### src/rtl/move_btn_ctl.sv
// Left/right move-button controller: synchronize, debounce and edge-detect two buttons into single-cycle move pulses.
// Optional auto-repeat on held buttons is enabled by defining MOVE_BTN_AUTOREPEAT_EN.
module move_btn_ctl #(
    parameter int DEBOUNCE_CYCLES = 400000,
    parameter int REPEAT_DELAY    = 12000000,
    parameter int REPEAT_PERIOD   = 4000000
) (
    input  logic clk,
    input  logic rst_n,
    input  logic btn_left,
    input  logic btn_right,
    input  logic endgame,
    output logic left,
    output logic right
);

    localparam int DW = $clog2(DEBOUNCE_CYCLES + 1);
    localparam logic [DW-1:0] DEB_MAX = DW'(DEBOUNCE_CYCLES);

    // Channel index 0 is left, 1 is right throughout.
    logic [1:0]    btn_s;
    logic [1:0]    sync1_r;
    logic [1:0]    sync2_r;
    logic [1:0]    deb_r;
    logic [1:0]    deb_d_r;
    logic [DW-1:0] cnt_r [2];
    logic [1:0]    press_s;
    logic [1:0]    pulse_s;
    logic          left_s;
    logic          right_s;

    assign btn_s   = {btn_right, btn_left};
    assign press_s = deb_r & ~deb_d_r;

    // Two-flop synchronizers for the asynchronous button inputs.
    always_ff @(posedge clk or negedge rst_n) begin
        if (!rst_n) begin
            sync1_r <= 2'b00;
            sync2_r <= 2'b00;
        end else begin
            sync1_r <= btn_s;
            sync2_r <= sync1_r;
        end
    end

    // Debounce counters: the level flips only after DEBOUNCE_CYCLES+1 consecutive mismatching samples.
    always_ff @(posedge clk or negedge rst_n) begin
        if (!rst_n) begin
            deb_r   <= 2'b00;
            deb_d_r <= 2'b00;
            for (int i = 0; i < 2; i++) begin
                cnt_r[i] <= '0;
            end
        end else begin
            deb_d_r <= deb_r;
            for (int i = 0; i < 2; i++) begin
                if (sync2_r[i] == deb_r[i]) begin
                    cnt_r[i] <= '0;
                end else if (cnt_r[i] == DEB_MAX) begin
                    cnt_r[i] <= '0;
                    deb_r[i] <= sync2_r[i];
                end else begin
                    cnt_r[i] <= cnt_r[i] + DW'(1);
                end
            end
        end
    end

`ifdef MOVE_BTN_AUTOREPEAT_EN
    localparam int RMAX = (REPEAT_DELAY > REPEAT_PERIOD) ? REPEAT_DELAY : REPEAT_PERIOD;
    localparam int RW   = $clog2(RMAX + 1);
    localparam logic [RW-1:0] DELAY_LAST  = RW'(REPEAT_DELAY - 1);
    localparam logic [RW-1:0] PERIOD_LAST = RW'(REPEAT_PERIOD - 1);

    typedef enum logic [1:0] {
        ST_IDLE   = 2'd0,
        ST_DELAY  = 2'd1,
        ST_REPEAT = 2'd2
    } rep_state_t;

    rep_state_t    state_r [2];
    rep_state_t    state_s [2];
    logic [RW-1:0] rcnt_r  [2];
    logic [RW-1:0] rcnt_s  [2];
    logic [1:0]    rep_s;

    // Repeat FSM state and interval counter registers.
    always_ff @(posedge clk or negedge rst_n) begin
        if (!rst_n) begin
            for (int i = 0; i < 2; i++) begin
                state_r[i] <= ST_IDLE;
                rcnt_r[i]  <= '0;
            end
        end else begin
            for (int i = 0; i < 2; i++) begin
                state_r[i] <= state_s[i];
                rcnt_r[i]  <= rcnt_s[i];
            end
        end
    end

    // Repeat FSM next state; a debounced release aborts any pending repeat in the same cycle.
    always_comb begin
        rep_s = 2'b00;
        for (int i = 0; i < 2; i++) begin
            state_s[i] = state_r[i];
            rcnt_s[i]  = rcnt_r[i] + RW'(1);
            case (state_r[i])
                ST_IDLE: begin
                    rcnt_s[i] = '0;
                    if (press_s[i]) begin
                        state_s[i] = ST_DELAY;
                    end else begin
                        state_s[i] = ST_IDLE;
                    end
                end
                ST_DELAY: begin
                    if (!deb_r[i]) begin
                        state_s[i] = ST_IDLE;
                        rcnt_s[i]  = '0;
                    end else if (rcnt_r[i] == DELAY_LAST) begin
                        state_s[i] = ST_REPEAT;
                        rcnt_s[i]  = '0;
                        rep_s[i]   = 1'b1;
                    end else begin
                        state_s[i] = ST_DELAY;
                    end
                end
                ST_REPEAT: begin
                    if (!deb_r[i]) begin
                        state_s[i] = ST_IDLE;
                        rcnt_s[i]  = '0;
                    end else if (rcnt_r[i] == PERIOD_LAST) begin
                        rcnt_s[i]  = '0;
                        rep_s[i]   = 1'b1;
                    end else begin
                        state_s[i] = ST_REPEAT;
                    end
                end
                default: begin
                    state_s[i] = ST_IDLE;
                    rcnt_s[i]  = '0;
                end
            endcase
        end
    end

    assign pulse_s = press_s | rep_s;
`else
    assign pulse_s = press_s;
`endif

    // Simultaneous left/right pulses cancel each other; endgame discards pulses outright.
    always_comb begin
        left_s  = 1'b0;
        right_s = 1'b0;
        if (endgame) begin
            left_s  = 1'b0;
            right_s = 1'b0;
        end else if (pulse_s == 2'b01) begin
            left_s  = 1'b1;
        end else if (pulse_s == 2'b10) begin
            right_s = 1'b1;
        end else begin
            left_s  = 1'b0;
            right_s = 1'b0;
        end
    end

    // Registered move pulses.
    always_ff @(posedge clk or negedge rst_n) begin
        if (!rst_n) begin
            left  <= 1'b0;
            right <= 1'b0;
        end else begin
            left  <= left_s;
            right <= right_s;
        end
    end

endmodule

### config.mk
export PLATFORM = sky130hd
export DESIGN_NAME = move_btn_ctl
export DESIGN_NICKNAME = d
export VERILOG_FILES = /design/src/rtl/move_btn_ctl.sv
export SDC_FILE = /design/constraint.sdc
export NUM_CORES = 1
export LEC_CHECK = 0
export CORE_ASPECT_RATIO = 0.9
export CORE_MARGIN = 2
export CORE_UTILIZATION = 30
export CTS_CLUSTER_DIAMETER = 120
export DETAILED_ROUTE_END_ITERATION = 12
export SLEW_MARGIN = 20
export SYNTH_ARGS = -nofsm -noshare
export SYNTH_HDL_FRONTEND = slang
export SYNTH_SLANG_ARGS = --single-unit
export TNS_END_PERCENT = 30
### constraint.sdc
create_clock -name clk -period 2.2 [get_ports clk]
set_input_delay 0.33 -clock clk [delete_from_list [all_inputs] [get_ports clk]]
set_output_delay 0.33 -clock clk [all_outputs]
set_load 0.01 [all_outputs]
==> run metrics <==
share of cells above drive strength 1 under 10%; Vias/cell 4.880; initial core utilization 30.85%; critical-path maximum fanout 7; share of power burned in registers roughly 57%; CP cell instances ha_1 > nand3_1 > or4_1 > or3_1 > a21oi_1; Tightest Pin Transition around 500 ps; pre-CTS setup slack between 200 and 250 ps; DRT antenna net count 0; dpl cell area around 2500 um^2; CTS max path bufs 2; post-synthesis sequential area ratio 51.86%; failing checks negative hold slack; hold crit path type input pin to asynchronous set/reset pin; critical path class register to register; TritonCTS clock tree yes; Leak 1.035 nW; Max Fclk ~510 MHz; DR pass1 iterations 4; Fin Setup TNS 0 ps; Mapped Cells 229; Die Wd slightly below 100 um; Synth Warn # 0; Hold Slack -9.843 ps; Yosys top cell by area dfrtp_1; crit end category register; period utilization 89.90%; Worst EP arrival 2190 ps; die area 8440 um^2; gr busiest metal met2; final setup margin 222.1 ps; CTS root buffer clkbuf_8; H-tree depth 2; most frequent cells in the layout dfrtp_1 (48), nor2_1 (41), xnor2_1 (24), nand4_1 (13); std cell rows 30; initial antenna violation count 0; gr ovfl total 0; fill cell count between 700 and 800; slowest stage delay, CP about 550 ps; max cap viols 0; Comb power frac approximately 4.4%; sw frac 21.35%; Die H approximately 87 um; vias in the first global route about 1500; Worst Setup Start Kind register; P_sw about 0.34 mW; Worst-path clk slew approximately 90 ps; GR Util met1 between 10 and 15%; internal power ~1.3 mW; power per cell area 609.7 nW/um^2; Routed WL roughly 4000 um; Slew Limit Fails 0; Core Region 7507 um^2; Crit-path slowest cell or4_1; first-pass GRT wire length between 7000 and 8000 um; outcome finished with violations; FFs w/ async S/R, synth 100.0%; clock network power share between 30% and 40%; syn_area_per_cell approximately 10 um^2; worst clock skew between 8 and 9 ps; fin nets approximately 250; # setup viols final 0; Setup crit start cnt_r[19]$_DFF_PN0_; Antenna Cells 0; area growth from synthesis to layout 13.40%; GRT Total Usage about a tenth; Slew HR between 60 and 70%; worst r2r src cnt_r[19]$_DFF_PN0_; Synth top area share 51.86%; EDFF count, synth 0; met2 GRT Util roughly 16%; PostCTS Resize Cnt 0; Main synth FF type dfrtp_1; post-CTS setup buffer count 0; Vias 1669; peak supply drop between 0.0003 and 0.0004 V; Final min period a little under 2000 ps; CTS hold repair buffers 0; Ports 7; Iteration-0 DRC Markers 83; Synthesized Nets roughly 240; post-DR wirelength/cell about 12 um; Final Hold Viols 14; clk_lat worst skew approximately 300 ps; pin count of the biggest net entering global routing 25; Final Instance Area roughly 2600 um^2; commonest non-fill, non-tap cell in the layout dfrtp_1; count of different cell masters after synthesis 29; dpl hpwl about 3000 um; top cells by area, synth dfrtp_1 (52%), xnor2_1 (9.1%), nor2_1 (6.6%); Final Power ~1.6 mW; #FFs+latches synth 48; number of remaining DRC errors 0; CTS sink cnt 48; PortBufs 6; Routability Congestion 0.7906; Post-Synthesis Cell Area around 2300 um^2; GR Layer Usage met3 roughly 2.4%; unrepaired setup endpoints after global routing false; Num CTS Buffers 5; CP required between 2000 and 2500 ps
-- state kept, by name, summed over array words and instances, names as in the netlist --
signal and flops:
sync1_r 2, deb_r 2, cnt_r 38, left 1, sync2_r 2, right 1, deb_d_r 2
-- synthesized netlist by cell type, drive strengths merged (7+ instances only) --
master and n:
nand2 11, nand4 13, nor3 7, or3 7, dfrtp 48, xnor2 24
nor4 12, inv 12, nand3 12, nor2 41
-- logic make-up (layout without fill, tap and decap cells) --
| group | count (synthesis) | in the layout | share of synthesized area, % |
|---|---|---|---|
| muxes | 2 | 2 | 0.9724 |
| buffers and inverters | 17 | 34 | 3.349 |
| AOI/OAI and AO/OA | 15 | 15 | 5.349 |
| DFF | 48 | 48 | 51.86 |
| xor gates and xnor gates | 30 | 30 | 11.35 |
| and+or+nand+nor | 113 | 113 | 24.96 |
| adders and majority gates | 4 | 4 | 2.161 |
-- cell type report --
cell class | count | area (um^2) | share of cell area, %
clock buffers | 6 | 72.57 | 2.763
inverters | 12 | 45.04 | 1.715
multi-input cells | 164 | 1037 | 39.49
flip-flops and latches | 48 | 1201 | 45.74
well taps | 96 | 120.1 | 4.574
repair buffers | 14 | 115.1 | 4.383
clock inverters | 2 | 35.03 | 1.334
-- power groups by stage --
stage | logic [mW] | clock network [mW] | registers, mW
3_3_place_gp | 0.0719 | 0 | 0.925
2_1_floorplan | 0.0379 | 0 | 0.921
5_1_grt | 0.0832 | 0.685 | 0.911
3_5_place_dp | 0.0726 | 0 | 0.926
6_report | 0.0701 | 0.623 | 0.908
4_1_cts | 0.0733 | 0.654 | 0.908
-- through the flow --
step | instances | util, % | hold slack, ps
final | 342 | 34.98 | -9.843
after global routing | 342 | 34.98 | 39.14
after CTS | 342 | 34.98 | 4.880
after detailed placement | 334 | 33.55 | 334.6
after global placement | 334 | 33.55 | 331.8
after floorplan | 229 | - | 34.41
-- critical path, delay by kind of cell (launching register included) --
kind	cells	cell delay, ps
AO/OA/AOI/OAI	1	170
adder cells (fa/ha/maj)	1	220
flip-flops	1	420
AND/OR/NAND/NOR	3	1080
-- worst paths after layout --
check	endpoint	cells past startpoint	slack, ps
min reg2reg	sync2_r[1]$_DFF_PN0_	0	350
max in group asynchronous	cnt_r[8]$_DFF_PN0_	2	1640
min in group clk	sync2_r[1]$_DFF_PN0_	0	350
max reg2reg	cnt_r[33]$_DFF_PN0_	5	220
max	cnt_r[33]$_DFF_PN0_	5	220
min	cnt_r[4]$_DFF_PN0_	1	-10
-- metal layers --
layer,vias up,wire length (um)
li1,829,-
met5,-,0
met4,0,78
met3,5,137
met2,28,1732
met1,807,2170
Note: power is estimated with default switching activity, not from simulation.
